`src/rtl/cnn_pkg.sv`:
```
// Shared definitions for the CNN output path.
// Holds the fixed-point widths used across the convolution blocks and the
// ReLU / round / saturate helper that maps a Q4.6 result onto an 8-bit pixel.
package cnn_pkg;

  localparam int unsigned BITS_Q4_6           = 11;
  localparam int unsigned PIXEL_WIDTH_OUT     = 8;
  localparam int unsigned MAX_RESOLUTION_BITS = 24;

  // ReLU, round-half-up right shift, then saturate to PIXEL_WIDTH_OUT bits.
  // One guard bit on the sum keeps the rounding increment from wrapping.
  function automatic logic [PIXEL_WIDTH_OUT-1:0] sat_relu_q46(
    input logic [BITS_Q4_6-1:0] din,
    input int unsigned          shift
  );
    logic [BITS_Q4_6:0] r;
    logic [BITS_Q4_6:0] q;
    logic [BITS_Q4_6:0] half;
    r    = din[BITS_Q4_6-1] ? '0 : {1'b0, din};
    half = '0;
    if (shift == 0) begin
      q = r;
    end else begin
      half = {{BITS_Q4_6{1'b0}}, 1'b1} << (shift - 1);
      q    = (r + half) >> shift;
    end
    if (|q[BITS_Q4_6:PIXEL_WIDTH_OUT]) begin
      return '1;
    end
    return q[PIXEL_WIDTH_OUT-1:0];
  endfunction

endpackage

```
`src/rtl/px_fifo.sv`:
```
// Small synchronous pixel FIFO.
// Circular buffer with an extra wrap bit on each pointer so that full and
// empty are distinguished by the pointer difference.
// Ports:
//   clk_i, nreset_i : clock, asynchronous active-low reset
//   flush           : synchronous empty, wins over push/pop
//   push, wr_data   : write request and data
//   pop             : read request (ignored while empty)
//   rd_data         : head entry, combinational
//   full, empty     : occupancy flags
//   level           : current occupancy, 0..DEPTH
module px_fifo #(
  parameter int unsigned WIDTH = 8,
  parameter int unsigned DEPTH = 4
) (
  input  logic                       clk_i,
  input  logic                       nreset_i,
  input  logic                       flush,
  input  logic                       push,
  input  logic [WIDTH-1:0]           wr_data,
  input  logic                       pop,
  output logic [WIDTH-1:0]           rd_data,
  output logic                       full,
  output logic                       empty,
  output logic [$clog2(DEPTH):0]     level
);

  localparam int unsigned AW = $clog2(DEPTH);
  localparam logic [AW:0] PTR_ONE  = (AW+1)'(1);
  localparam logic [AW:0] LVL_FULL = (AW+1)'(DEPTH);

  logic [WIDTH-1:0] mem [DEPTH];
  logic [AW:0]      wptr;
  logic [AW:0]      rptr;
  logic             do_push;
  logic             do_pop;

  assign level   = wptr - rptr;
  assign full    = (level == LVL_FULL);
  assign empty   = (level == '0);
  assign rd_data = mem[rptr[AW-1:0]];

  // A push into a full FIFO only lands when the head leaves on the same edge.
  assign do_pop  = pop && !empty;
  assign do_push = push && (!full || do_pop);

  always_ff @(posedge clk_i or negedge nreset_i) begin
    if (!nreset_i) begin
      wptr <= '0;
      rptr <= '0;
    end else if (flush) begin
      wptr <= '0;
      rptr <= '0;
    end else begin
      if (do_push) wptr <= wptr + PTR_ONE;
      if (do_pop)  rptr <= rptr + PTR_ONE;
    end
  end

  always_ff @(posedge clk_i) begin
    if (do_push && !flush) begin
      mem[wptr[AW-1:0]] <= wr_data;
    end
  end

endmodule

```
`src/rtl/conv_out_stage.sv`:
```
// Output stage of the convolution controller.
// Quantizes each Q4.6 result (ReLU, round, saturate), registers it for one
// cycle, buffers it in px_fifo and hands pixels downstream over valid/ack.
// Also counts delivered pixels per frame and flags dropped inputs.
// Ports:
//   clk_i, nreset_i : clock, asynchronous active-low reset
//   clr_i           : synchronous flush of pipeline, FIFO, counter, overflow
//   in_px_i/in_rdy_i: convolution result and its one-cycle qualifier
//   px_o/px_valid_o : FIFO head pixel and its valid flag
//   px_ack_i        : downstream ready; pop when valid && ack
//   frame_done_o    : one-cycle pulse after the last pixel of a frame
//   overflow_o      : sticky, an input was dropped on a full FIFO
//   fifo_level_o    : FIFO occupancy
module conv_out_stage
  import cnn_pkg::*;
#(
  parameter int unsigned IN_WIDTH     = BITS_Q4_6,
  parameter int unsigned OUT_WIDTH    = PIXEL_WIDTH_OUT,
  parameter int unsigned OUT_SHIFT    = 2,
  parameter int unsigned FIFO_DEPTH   = 4,
  parameter int unsigned FRAME_PIXELS = 16
) (
  input  logic                            clk_i,
  input  logic                            nreset_i,
  input  logic                            clr_i,
  input  logic [IN_WIDTH-1:0]             in_px_i,
  input  logic                            in_rdy_i,
  output logic [OUT_WIDTH-1:0]            px_o,
  output logic                            px_valid_o,
  input  logic                            px_ack_i,
  output logic                            frame_done_o,
  output logic                            overflow_o,
  output logic [$clog2(FIFO_DEPTH):0]     fifo_level_o
);

  localparam logic [MAX_RESOLUTION_BITS-1:0] FRAME_LAST =
    MAX_RESOLUTION_BITS'(FRAME_PIXELS - 1);
  localparam logic [MAX_RESOLUTION_BITS-1:0] CNT_ONE =
    MAX_RESOLUTION_BITS'(1);

  logic [OUT_WIDTH-1:0]           px_quant;
  logic [OUT_WIDTH-1:0]           q_reg;
  logic                           q_vld;
  logic [OUT_WIDTH-1:0]           head;
  logic                           full;
  logic                           empty;
  logic                           pop;
  logic [MAX_RESOLUTION_BITS-1:0] frame_cnt;

  assign px_quant = OUT_WIDTH'(sat_relu_q46(BITS_Q4_6'(in_px_i), OUT_SHIFT));

  assign px_valid_o = !empty;
  assign pop        = px_valid_o && px_ack_i;
  // Head is masked while empty so no stale buffer content is ever visible.
  assign px_o       = px_valid_o ? head : '0;

  // Stage 1: quantized sample register.
  always_ff @(posedge clk_i or negedge nreset_i) begin
    if (!nreset_i) begin
      q_vld <= 1'b0;
      q_reg <= '0;
    end else if (clr_i) begin
      q_vld <= 1'b0;
    end else begin
      q_vld <= in_rdy_i;
      if (in_rdy_i) q_reg <= px_quant;
    end
  end

  // Stage 2: FIFO.
  px_fifo #(
    .WIDTH (OUT_WIDTH),
    .DEPTH (FIFO_DEPTH)
  ) u_fifo (
    .clk_i    (clk_i),
    .nreset_i (nreset_i),
    .flush    (clr_i),
    .push     (q_vld),
    .wr_data  (q_reg),
    .pop      (pop),
    .rd_data  (head),
    .full     (full),
    .empty    (empty),
    .level    (fifo_level_o)
  );

  // Frame counter with a one-cycle done pulse following the wrap.
  always_ff @(posedge clk_i or negedge nreset_i) begin
    if (!nreset_i) begin
      frame_cnt    <= '0;
      frame_done_o <= 1'b0;
    end else if (clr_i) begin
      frame_cnt    <= '0;
      frame_done_o <= 1'b0;
    end else begin
      frame_done_o <= 1'b0;
      if (pop) begin
        if (frame_cnt == FRAME_LAST) begin
          frame_cnt    <= '0;
          frame_done_o <= 1'b1;
        end else begin
          frame_cnt <= frame_cnt + CNT_ONE;
        end
      end
    end
  end

  // A push is lost only when full and the head is not leaving on that edge.
  always_ff @(posedge clk_i or negedge nreset_i) begin
    if (!nreset_i) begin
      overflow_o <= 1'b0;
    end else if (clr_i) begin
      overflow_o <= 1'b0;
    end else if (q_vld && full && !pop) begin
      overflow_o <= 1'b1;
    end
  end

endmodule

```
`config.mk`:
```
export PLATFORM = sky130hd
export DESIGN_NAME = conv_out_stage
export DESIGN_NICKNAME = d
export VERILOG_FILES = /design/src/rtl/cnn_pkg.sv /design/src/rtl/px_fifo.sv /design/src/rtl/conv_out_stage.sv
export SDC_FILE = /design/constraint.sdc
export NUM_CORES = 1
export LEC_CHECK = 0
export BUFFER_PORTS_ARGS = -buffer_cell sky130_fd_sc_hd__buf_2
export CORE_UTILIZATION = 59
export DETAILED_ROUTE_END_ITERATION = 10
export HOLD_SLACK_MARGIN = 0.03
export PLACE_DENSITY = 0.78
export SYNTH_ARGS = -nofsm -noshare
export SYNTH_HDL_FRONTEND = slang
export SYNTH_SLANG_ARGS = --single-unit
```
`constraint.sdc`:
```
create_clock -name clk_i -period 2.6 [get_ports clk_i]
set_input_delay 0.13 -clock clk_i [delete_from_list [all_inputs] [get_ports clk_i]]
set_output_delay 0.13 -clock clk_i [all_outputs]
set_load 0.02 [all_outputs]
```
### After elaboration in Yosys (flattened, before gate mapping)

Memories as Yosys holds them, arrays and structs flattened.
Cells that the tools add are included.

| storage, ports and cells | value |
|---|---|
| RAM bits | 32 |
| logic and storage cells | 54 |
| register bits | 41 |
| memory bits (read-only) | 0 |
| latch bits | 0 |
| memories | 1 |
| output and inout bits | 14 |
| input bits | 16 |

| operators by class | value |
|---|---|
| equality and inequality tests | 2 |
| shifts and indexed selects | 0 |
| divide/modulo/power cells | 0 |
| $lt $le $gt $ge | 0 |
| multipliers | 0 |
| bitwise operators | 1 |
| mux-type cells | 20 |
| add/subtract/negate cells | 5 |
| reductions and logical operators | 18 |

Memory list:

| name | depth | bits a word | read ports | clocked after Yosys merged registers in | wr ports | line | source |
|---|---|---|---|---|---|---|---|
| u_fifo.mem | 4 | 8 | 1 | 0 | 1 | px_fifo.sv:32 | `logic [WIDTH-1:0] mem [DEPTH];` |

Operator list:

| operator | count |
|---|---|
| 2-to-1 mux 24 bit | 3 |
| adder 24 x 1 -> 24 bit (second input constant) | 1 |
| equality test 24 x 4 -> 1 bit (second input constant) | 1 |
| 2-to-1 mux 8 bit | 3 |
| 2-to-1 mux 3 bit | 4 |
| adder 10 x 2 -> 11 bit (second input constant) | 1 |
| 2-to-1 mux 10 bit | 1 |
| 2-to-1 mux 1 bit | 9 |
| nonzero test 2 bit | 4 |
| adder 3 x 1 -> 3 bit (second input constant) | 2 |
| logical AND 1 bit | 6 |
| logical NOT 1 bit | 4 |
| equality test 3 bit (second input constant) | 1 |
| logical NOT 3 bit | 1 |
| subtractor 3 bit | 1 |
| AND reduction 2 bit | 1 |
| OR reduction 2 bit | 1 |
| logical OR 1 bit | 1 |
| NOT 1 bit | 1 |

### Longest topological paths before layout

Gate-level depths: netlist of the first run.

| logic depth | value |
|---|---|
| depth in word-level cells | 10 |
| mapped depth | 10 |
| mapped depth without buffers | 8 |

### Hierarchy

A second synthesis of the first run with hierarchy kept.

| unflattened totals | value |
|---|---|
| cell total of the unflattened synthesis | 322 |
| area, all modules | 3,774.9 µm² |

Modules (own cells, without submodules):

| module | times used | area each (µm²) | cells each |
|---|---|---|---|
| conv_out_stage | 1 | 2,112.0 | 227 |
| px_fifo | 1 | 1,662.8 | 95 |

### Worst setup path after synthesis of the first run

OpenSTA, ideal clock, no wires.

| timing | value |
|---|---|
| path type | reg2reg |
| start | reg u_fifo.wptr[0] |
| end | reg frame_cnt[16] |
| cell stages (with the launch flop) | 9 |
| required time | 2.526 ns |
| arrival | 2.517 ns |
| setup time | 0.074 ns |
| period minus slack after synthesis | 2.591 ns |
| setup slack | 0.009 ns |
| cells stage by stage | dfrtp_1 > inv_1 > ha_1 > fa_1 > xor3_1 > o21ai_0 > or4_4 > or3_1 > a21oi_2 |

| between the ends | value |
|---|---|
| cells in the longest elaborated chain, start to end | 5 |

Ends and longest elaborated chain:

| element | line | source |
|---|---|---|
| start, declared | px_fifo.sv:33 | `logic [AW:0] wptr;` |
| start signal, assigned | px_fifo.sv:55 | `if (do_push) wptr <= wptr + PTR_ONE;` |
| subtractor 3 bit | px_fifo.sv:38 | `assign level = wptr - rptr;` |
| via fifo_level_o[2] | conv_out_stage.sv:33 | `output logic [$clog2(FIFO_DEPTH):0] fifo_level_o` |
| logical NOT 3 bit | px_fifo.sv:40 | `assign empty = (level == '0);` |
| logical NOT 1 bit | conv_out_stage.sv:52 | `assign px_valid_o = !empty;` |
| logical AND 1 bit | conv_out_stage.sv:53 | `assign pop = px_valid_o && px_ack_i;` |
| nonzero test 2 bit (no line) | - |  |
| end signal, assigned | conv_out_stage.sv:102 | `frame_cnt <= frame_cnt + CNT_ONE;` |
| end, declared | conv_out_stage.sv:48 | `logic [MAX_RESOLUTION_BITS-1:0] frame_cnt;` |

The timed path passes the listed nets, and every way through them passes these cells.
A chain may end at the register's enable or synchronous reset.

### Final worst setup path of the first run

| timing | value |
|---|---|
| start | reg u_fifo.wptr[0] |
| end | mem u_fifo.mem[0][6] (enable) |

| between the ends | value |
|---|---|
| cells in the longest elaborated chain, start to end | 10 |
| elaborated cells on any way between the ends | 12 |
| those cells by class | 1 x add/sub; 1 x eq/ne; 2 x mux; 8 x reduce/logical |

Ends and longest elaborated chain:

| element | line | source |
|---|---|---|
| subtractor 3 bit | px_fifo.sv:38 |  |
| logical NOT 3 bit | px_fifo.sv:40 |  |
| logical NOT 1 bit | px_fifo.sv:44, conv_out_stage.sv:52 |  |
| logical AND 1 bit | conv_out_stage.sv:53 |  |
| logical AND 1 bit | px_fifo.sv:44 | `assign do_pop = pop && !empty;` |
| logical OR 1 bit | px_fifo.sv:45 | `assign do_push = push && (!full \|\| do_pop);` |
| logical AND 1 bit | px_fifo.sv:45 |  |
| logical AND 1 bit | px_fifo.sv:61 | `if (do_push && !flush) begin` |
| 2-to-1 mux 1 bit | px_fifo.sv:61 |  |
| 2-to-1 mux 1 bit (implied by the code) | px_fifo.sv:62 | `mem[wptr[AW-1:0]] <= wr_data;` |
| end, declared | px_fifo.sv:32 |  |

Parallel ways exist; a longest one is shown, timed or not.

==> results list, run 1 <==
- CP startpoint: u_fifo.wptr[0]$_DFFE_PN0P_
* Max-cap violations: 0
- After Yosys synthesis, and, or, nand and nor cells account for ~18% of the synthesized area.
- Largest family of logic cells by synthesized area: simple AND/OR/NAND/NOR gates
- The initial antenna violation count was 0.
* Setup Skew: ~0.010 ns
- Type of the worst setup path: reg -> reg
* Worst slack on hold paths: 0.145 ns
* Share of flip-flops with an asynchronous set or reset after synthesis: 56.2%
* First DRT Iteration DRCs: 251
- Number of flip-flops in the largest register: 32
- RSZ-0062 raised after global routing: true
* Post-detailed-route via-to-cell ratio: between 6 and 7
- The startpoint identified for the worst register-to-register timing path is u_fifo.wptr[0]$_DFFE_PN0P_.
- The number of nets handed over by synthesis was roughly 340.
- Final Non-Filler Cells: between 400 and 500
* Final cycle utilization of the critical path: a little over nine tenths
- Sum of net half-perimeters after detailed placement: between 5 and 6 mm
- Antenna diode instance count: 0
- CTS buffer count: 9
- Reg-to-reg setup timing slack: between 0.05 and 0.06 ns
- Pin placement for this block handled 30 I/O pins.
- Routability congestion estimate from global placement: slightly above 0.8
* Count of port buffers added during placement: 28
- The floorplan step defined a die boundary enclosing roughly 0.0065 sq mm.
* Buffer type at the clock tree root: clkbuf_8
- The worst register-to-register path ends at u_fifo.mem[0][6]$_DFFE_PP_.
- Area share of the largest cell type after synthesis: 28.0%
* Final number of hold-violating endpoints: 0
* Endpoint, Worst Hold: q_reg[6]$_DFFE_PN0P_
- For the worst setup path, the data arrival time is 2.58 ns.
* Post-synthesis share of cell area spent on full adders, half adders and majority gates: 3.28%
- Total number of nets in the final design: between 300 and 400
- The region available for standard cell placement spans roughly 0.0060 sq mm.
- Hold Path Stages: 3
* Post-Synthesis Mean Instance Area: around 11 sq um
- Sorting the synthesized cells by area gives the leading types as dfrtp_1 28%, edfxtp_1 26%, mux4_2 4.9%.
* Placed Instances: around 420
* CTS tree: yes
- The number of global-route vias before repair is around 2500.
- The later pin in the worst-skew pair is clocked with a latency of between 0.3 and 0.4 ns.
* Area fraction in compound gates after synthesis: roughly 11%
- After routing, the total negative slack on setup checks comes to 0 ns.
* Initial core utilization: 61.6%
* Mux cell area share after synthesis: ~6.3%
- Power spread over the standard cell area amounts to 790 mW/mm^2.
- In this run the vertical extent of the chip is slightly above 80 um.
* Category of the worst setup path capture point: flip-flop
* Longest Clk Path Bufs: 2
- The area growth from synthesis to layout is 12.9%.
- Most instantiated cells after synthesis: 41 x dfrtp_1, 32 x edfxtp_1, 25 x nor2_1, 22 x nand2_1, 14 x a21oi_1
* Total routing resource utilization after global routing: ~25%
* Congestion Overflow GR: 0
* Max-slew violation total from the final report: 0
* Pin count of the biggest net entering global routing: 42
* Design Power: roughly 0.0033 W
* Critical Path Fanout Max: 8
- Global-route wire length before repair: between 10 and 15 mm
- The worst setup path is launched from a flip-flop.
* Count of unresolved DRC violations after routing: 0
- In the final routed layout, each cell accounts on average for between 15 and 20 um.
- Measured in cells, the most critical reg-to-reg path has a length of 8.
- From left edge to right edge, the die measures roughly 80 um.
* Leak: about 1.6 nW
- Once layout is complete, the utilization of the core stands at 69.5%.
* Share of cells above drive strength 1: about 20%
* Outcome: completed
- Measured against its own limit, the worst slew margin works out to 40.0%.
* H-tree depth: 3
- The synthesized netlist devotes 3.75% of its cell area to XOR and XNOR gates.
- Remaining antenna violation count after routing: 0
- Number of sinks on the clock net: 73
* Std cell rows: 28
- Drt first pass iters: 5
- For this block, the routed nets add up to between 7 and 8 mm of wire.
- The most used flip-flop cell after synthesis is dfrtp_1.
- IR drop worst, VDD: about 750 uV
- Highest achievable clock rate: 0.393 GHz
- The detailed router placed between 2000 and 3000 vias in this run.
* Cell variety after synth: 54
- Yosys mapped a number of flops with a built-in enable equal to 32.
- Sequential area share after synthesis: roughly 54%
- The worst hold path begins at in_px_i[9].
- After clock tree synthesis, the clock-pin slew on the worst setup and hold paths is about 0.08 ns.
* Final Critical Period: around 2.5 ns
- Slew at the pin closest to its max-slew limit: ~0.90 ns
- Mapped cell area: roughly 0.0037 sq mm
- Largest area contributor in the netlist: dfrtp_1
* Setup violators final: 0
- For the worst setup path, the data required time is around 2.6 ns.
* Worst Hold Class: in -> reg
* Warnings from Yosys: 0
* Synthesized netlist cell count: between 300 and 400
* Most frequently used cell type in the post-synthesis netlist: dfrtp_1
* #FFs+latches synth: 73
==> placed cells by master (no fill, tap or decap), drive strengths merged, types with 8 or more instances in the layout <==
cell type	n
mux4	8
nor2	25
xor2	9
nand3	13
o21ai	12
edfxtp	32
nand2	22
a21oi	15
buf	40
dfrtp	41
ha	8
clkbuf	9
nor2b	11
inv	15
==> through the flow <==
stage / area [sq um] / setup slack (ns)
floorplan: 3670 / 0.00907
global placement: 3920 / 0.131
detailed placement: 3920 / 0.0132
CTS: 4130 / 0.00763
global route: 4140 / -0.0677
finish: 4140 / 0.0527
==> layer usage <==
layer / up-vias / share of wire, % / track usage [%]
met4: 0 / 1.4 / 7.68
li1: 1273 / - / -
met1: 1306 / 47 / 35.4
met2: 98 / 46 / 37.7
met3: 9 / 6.0 / 5.84
met5: - / 0 / 0
==> critical path: stages, from the launching register on <==
cell	delay (ns)
dfrtp_1	0.38
inv_1	0.11
ha_1	0.21
fa_1	0.38
xor3_1	0.22
nor3b_1	0.17
nand2b_1	0.18
nor2_1	0.24
and2_2	0.34
==> how the worst max path moves through the flow <==
stage	slack (ns)	to	cells past startpoint
final	0.05	u_fifo.mem[0][6]$_DFFE_PP_	8
after global routing	-0.07	u_fifo.mem[0][6]$_DFFE_PP_	8
after CTS	0.008	u_fifo.mem[1][6]$_DFFE_PP_	8
after detailed placement	0.01	u_fifo.mem[0][6]$_DFFE_PP_	8
after global placement	0.13	u_fifo.mem[0][6]$_DFFE_PP_	8
after floorplan	0.009	frame_cnt[16]$_DFFE_PN0P_	8
==> cell families (layout without fill, tap and decap cells) <==
group	count (synthesis)	count (layout)
AO/OA/AOI/OAI	58	58
adder cells (fa/ha/maj)	9	9
XOR/XNOR	14	14
multiplexers	13	13
flip-flops	73	73
AND/OR/NAND/NOR	123	123
buffers and inverters	29	70
==> final cells by class <==
cell class	instances	area, sq um
clock buffer	9	124
clock inverter	7	76.3
fill	447	1810
inverter	13	48.8
multi-input combinational	217	1570
sequential	73	1990
tap	75	93.8
timing repair buffer	41	244
==> power breakdown <==
| group | switching [W] | total [W] | internal [W] |
|---|---|---|---|
| Sequential | 0.0000501 | 0.00132 | 0.00127 |
| Clock | 0.000437 | 0.000886 | 0.000449 |
| Combinational | 0.000639 | 0.00106 | 0.000424 |
==> timing repair <==
action	in CTS	in global routing
endpoints found under the setup margin	13	26
hold buffers	1	0
gates resized for setup	2	3
endpoints found under the hold margin	41	0
setup buffers	0	1
Power figures use the tool's default switching activity.
==> run 2: changes to the inputs <==
--- a/config.mk
+++ b/config.mk
@@ -6,10 +6,11 @@
 export NUM_CORES = 1
 export LEC_CHECK = 0
 export BUFFER_PORTS_ARGS = -buffer_cell sky130_fd_sc_hd__buf_2
-export CORE_UTILIZATION = 59
+export CORE_UTILIZATION = 60
 export DETAILED_ROUTE_END_ITERATION = 10
 export HOLD_SLACK_MARGIN = 0.03
-export PLACE_DENSITY = 0.78
+export PLACE_DENSITY = 0.79
 export SYNTH_ARGS = -nofsm -noshare
 export SYNTH_HDL_FRONTEND = slang
+export SYNTH_HIERARCHICAL = 1
 export SYNTH_SLANG_ARGS = --single-unit
==> run 2 against run 1 <==
Non-clock buffer count shrank 1. Global-route usage up 1.2 points. Maximum frequency increased by 1.9%. Core utilization grew 3.0 points. Largest cell class unchanged.
==> results list, run 2 <==
* Highest achievable clock rate: approximately 0.4 GHz
- Compared with the post-synthesis result, the final layout area differs by 15.0%.
* Mapped cell area: around 0.0038 sq mm
- The Yosys step of the flow raised 6 warnings.
* Setup violators final: 0
* Setup TNS after final layout: 0 ns
- Routed WL per cell: 17.6 um
* Final Critical Period: 2.50 ns
* Main area contributors after synthesis: dfrtp_1 27%, edfxtp_1 25%, mux4_2 4.8%
* Post-Synthesis Mean Instance Area: 11.7 sq um
* Area fraction in compound gates after synthesis: under 10%
- Total number of nets in the final design: 385
- After synthesis, the largest family of logic cells by area is simple AND/OR/NAND/NOR gates.
- In this run the clock root is driven by a clkbuf_8.
- Instance area after placement: about 0.0041 sq mm
* Total net switching power: ~0.0013 W
- Final number of hold-violating endpoints: 0
- Initial core utilization: 63.0%
* Std cell rows: 28
- The number of global-route vias before repair is roughly 2600.
- Across all layers, the routed design uses between 2000 and 3000 vias.
- Most instantiated cells after synthesis: 41 x dfrtp_1, 32 x edfxtp_1, 20 x nand2_1, 18 x nor2_1, 16 x nor2b_1
- Share of cells above drive strength 1: a little over a quarter
- The tool flagged a number of max-cap violations equal to 0.
- The design draws about 0.0037 W.
- The critical path is of the reg -> reg type.
- Share of flip-flops with an asynchronous set or reset after synthesis: a little under three fifths
- Headroom to the max-slew limit: a little under two fifths
* Count of unresolved DRC violations after routing: 0
- In this run the horizontal extent of the chip is between 80 and 90 um.
- Number of enable flip-flop cells after synthesis: 32
- The first routing iteration left 250 violations.
- Floorplan core area: 0.00599 sq mm
- Detailed placement ended at an HPWL of 5.22 mm.
- No sink is reached through more buffers than the 2 on the longest clock path.
- IR drop worst, VDD: between 500 and 600 uV
* Leak: approximately 1.7 nW
- Post-synth net total: 347
* Slew at the pin closest to its max-slew limit: slightly above 0.9 ns
- The worst hold path passes through 3 cells.
- Counting cells, the worst reg-to-reg path comes to 10.
- The register with the most flip-flops in the layout has 32 of them.
- Antenna violations before repair: 0
- After synthesis, flip-flops and latches occupy between 50% and 60% of the total area.
- Count of port buffers added during placement: 28
- Synthesized netlist cell count: 322
- Outcome: completed
- Setup repair after global routing left no endpoint under its margin.
- The share of total power dissipated in combinational logic is 36.1%.
- Cell variety after synth: 60
- The number of slew-limit violations in the final report was 0.
* Setup Skew: about 0.0074 ns
* Drt first pass iters: 5
- Post-synthesis share of cell area spent on full adders, half adders and majority gates: 3.18%
- Overall routed net length: roughly 7.7 mm
- Power share of the clock group: approximately 28%
- Synth Area in XOR/XNOR: ~3.7%
* Routability congestion estimate from global placement: 0.850
* Category of the worst setup path capture point: flip-flop
* Seq pwr share: 35.6%
* Die area: between 0.006 and 0.007 sq mm
* Setup Slack @ Placement: roughly 0.068 ns
* Number of sinks on the clock net: 73
- Cell internal power was estimated by the tool at 0.00246 W.
- Worst Hold Class: in -> reg
* Largest area contributor in the netlist: dfrtp_1
- The die is roughly 80 um tall.
* Switching portion of total power: roughly a third
- Power per cell area: 862 mW/mm^2
- After synthesis, the share of cell area in mux cells is between 7 and 8%.
- Simple logic cell fraction of the synthesized area: a little over a fifth
- H-tree depth: 3
- The library cell used most frequently in the layout, excluding fill and tap cells, is dfrtp_1.
- In the synthesized netlist the dominant register cell turns out to be dfrtp_1.
* Congestion Overflow GR: 0
- #FFs+latches synth: 73
* Pin count of the biggest net entering global routing: 45
* Global-route wire length before repair: approximately 13 mm
* Clk Latency, worst-skew pair: 0.35 ns
- TritonCTS built the clock tree.
- After detailed routing, the number of vias per cell comes to a little over 6.
- Final Worst Setup Slack: between 0.09 and 0.1 ns
- In this run the worst path has a maximum fanout of 8.
* I/O pin count: 30
- Clock transition at the register clock pins on the worst setup and hold paths after CTS: 0.07 ns
- Element type at the critical path start: flip-flop
- Global routing used between 20% and 30% of the available tracks.
- The share of synthesized area in the top cell type comes to 27.2%.
* Remaining antenna violation count after routing: 0
* Final cycle utilization of the critical path: around 96%
- Setup slack on the worst reg-to-reg path comes out at about 0.1 ns.
- Data on the critical path is required at its endpoint by ~2.7 ns.
- CTS buffer count: 9
- Data arrives at the worst endpoint at ~2.6 ns.
- After routing the design area is 0.00434 sq mm.
- Antenna diode instance count: 0
* Most frequently used cell type in the post-synthesis netlist: dfrtp_1
- Total setup buffers inserted after CTS: 0
- Highest-count cells in the layout ignoring fill and taps: 41 x dfrtp_1, 32 x edfxtp_1, 28 x buf_2, 18 x nand2_1, 17 x nor2_1
## run 2: final timing paths
path,startpoint,endpoint
setup / recovery,u_fifo/wptr[0]$_DFFE_PN0P_,u_fifo/mem[3][7]$_DFFE_PP_
hold / removal,in_rdy_i,q_reg[6]$_DFFE_PN0P_
setup reg to reg,u_fifo/wptr[0]$_DFFE_PN0P_,u_fifo/mem[3][7]$_DFFE_PP_
hold reg to reg,overflow_o$_DFFE_PN0P_,overflow_o$_DFFE_PN0P_
max in group asynchronous,nreset_i,frame_cnt[6]$_DFFE_PN0P_
min in group asynchronous,nreset_i,u_fifo/wptr[0]$_DFFE_PN0P_
## run 2: kinds of logic (layout without fill, tap and decap cells)
family	Yosys count	in the layout
compound gates	46	46
xor+xnor	14	14
fa+ha+maj	9	9
buf+inv	27	70
flops	73	73
mux	16	16
simple gates	137	137
## run 2: layer usage
layer,GRT usage [%],vias up,wire [um]
met5,0,-,0
met4,12.9,0,160
met3,4.16,15,406
met2,39.6,99,3570
met1,36.2,1338,3590
li1,-,1285,-
## run 2: metrics by stage
stage               hold WS (ns)  instances  utilization, %
CTS                       0.0843        440            72.3
global route               0.108        440            72.5
floorplan                 -0.166        322               -
detailed placement         0.327        423            68.2
finish                    0.0926        440            72.5
global placement           0.315        423            68.2
## run 2: timing repair
item / in CTS / in global routing
endpoints found under the setup margin: 0 / 35
resized for setup: 0 / 2
endpoints found under the hold margin: 41 / 0
hold buffers: 1 / 0
## run 2: layout make-up
type / count / area, sq um
multi-input combinational: 222 / 1730
inverter: 14 / 57.6
timing repair buffer: 40 / 233
clock inverter: 5 / 106
fill: 427 / 1650
clock buffer: 11 / 131
tap: 75 / 93.8
sequential: 73 / 1990
## run 2: critical path, stage by stage (launching register included)
cell and delay [ns]:
dfrtp_1 0.39, inv_2 0.09, ha_4 0.13, fa_2 0.45
nand2_2 0.11, nor2_4 0.05, or2b_4 0.29, clkinv_4 0.08
and3b_2 0.24, nand2_2 0.10, and3_4 0.28
## run 2: power groups by stage
| stage | logic (W) | clock network, W | registers [W] |
|---|---|---|---|
| 2_1_floorplan | 0.000900 | 0 | 0.00134 |
| 3_3_place_gp | 0.00132 | 0 | 0.00135 |
| 3_5_place_dp | 0.00134 | 0 | 0.00136 |
| 4_1_cts | 0.00135 | 0.00107 | 0.00133 |
| 5_1_grt | 0.00147 | 0.00111 | 0.00134 |
| 6_report | 0.00135 | 0.00106 | 0.00133 |
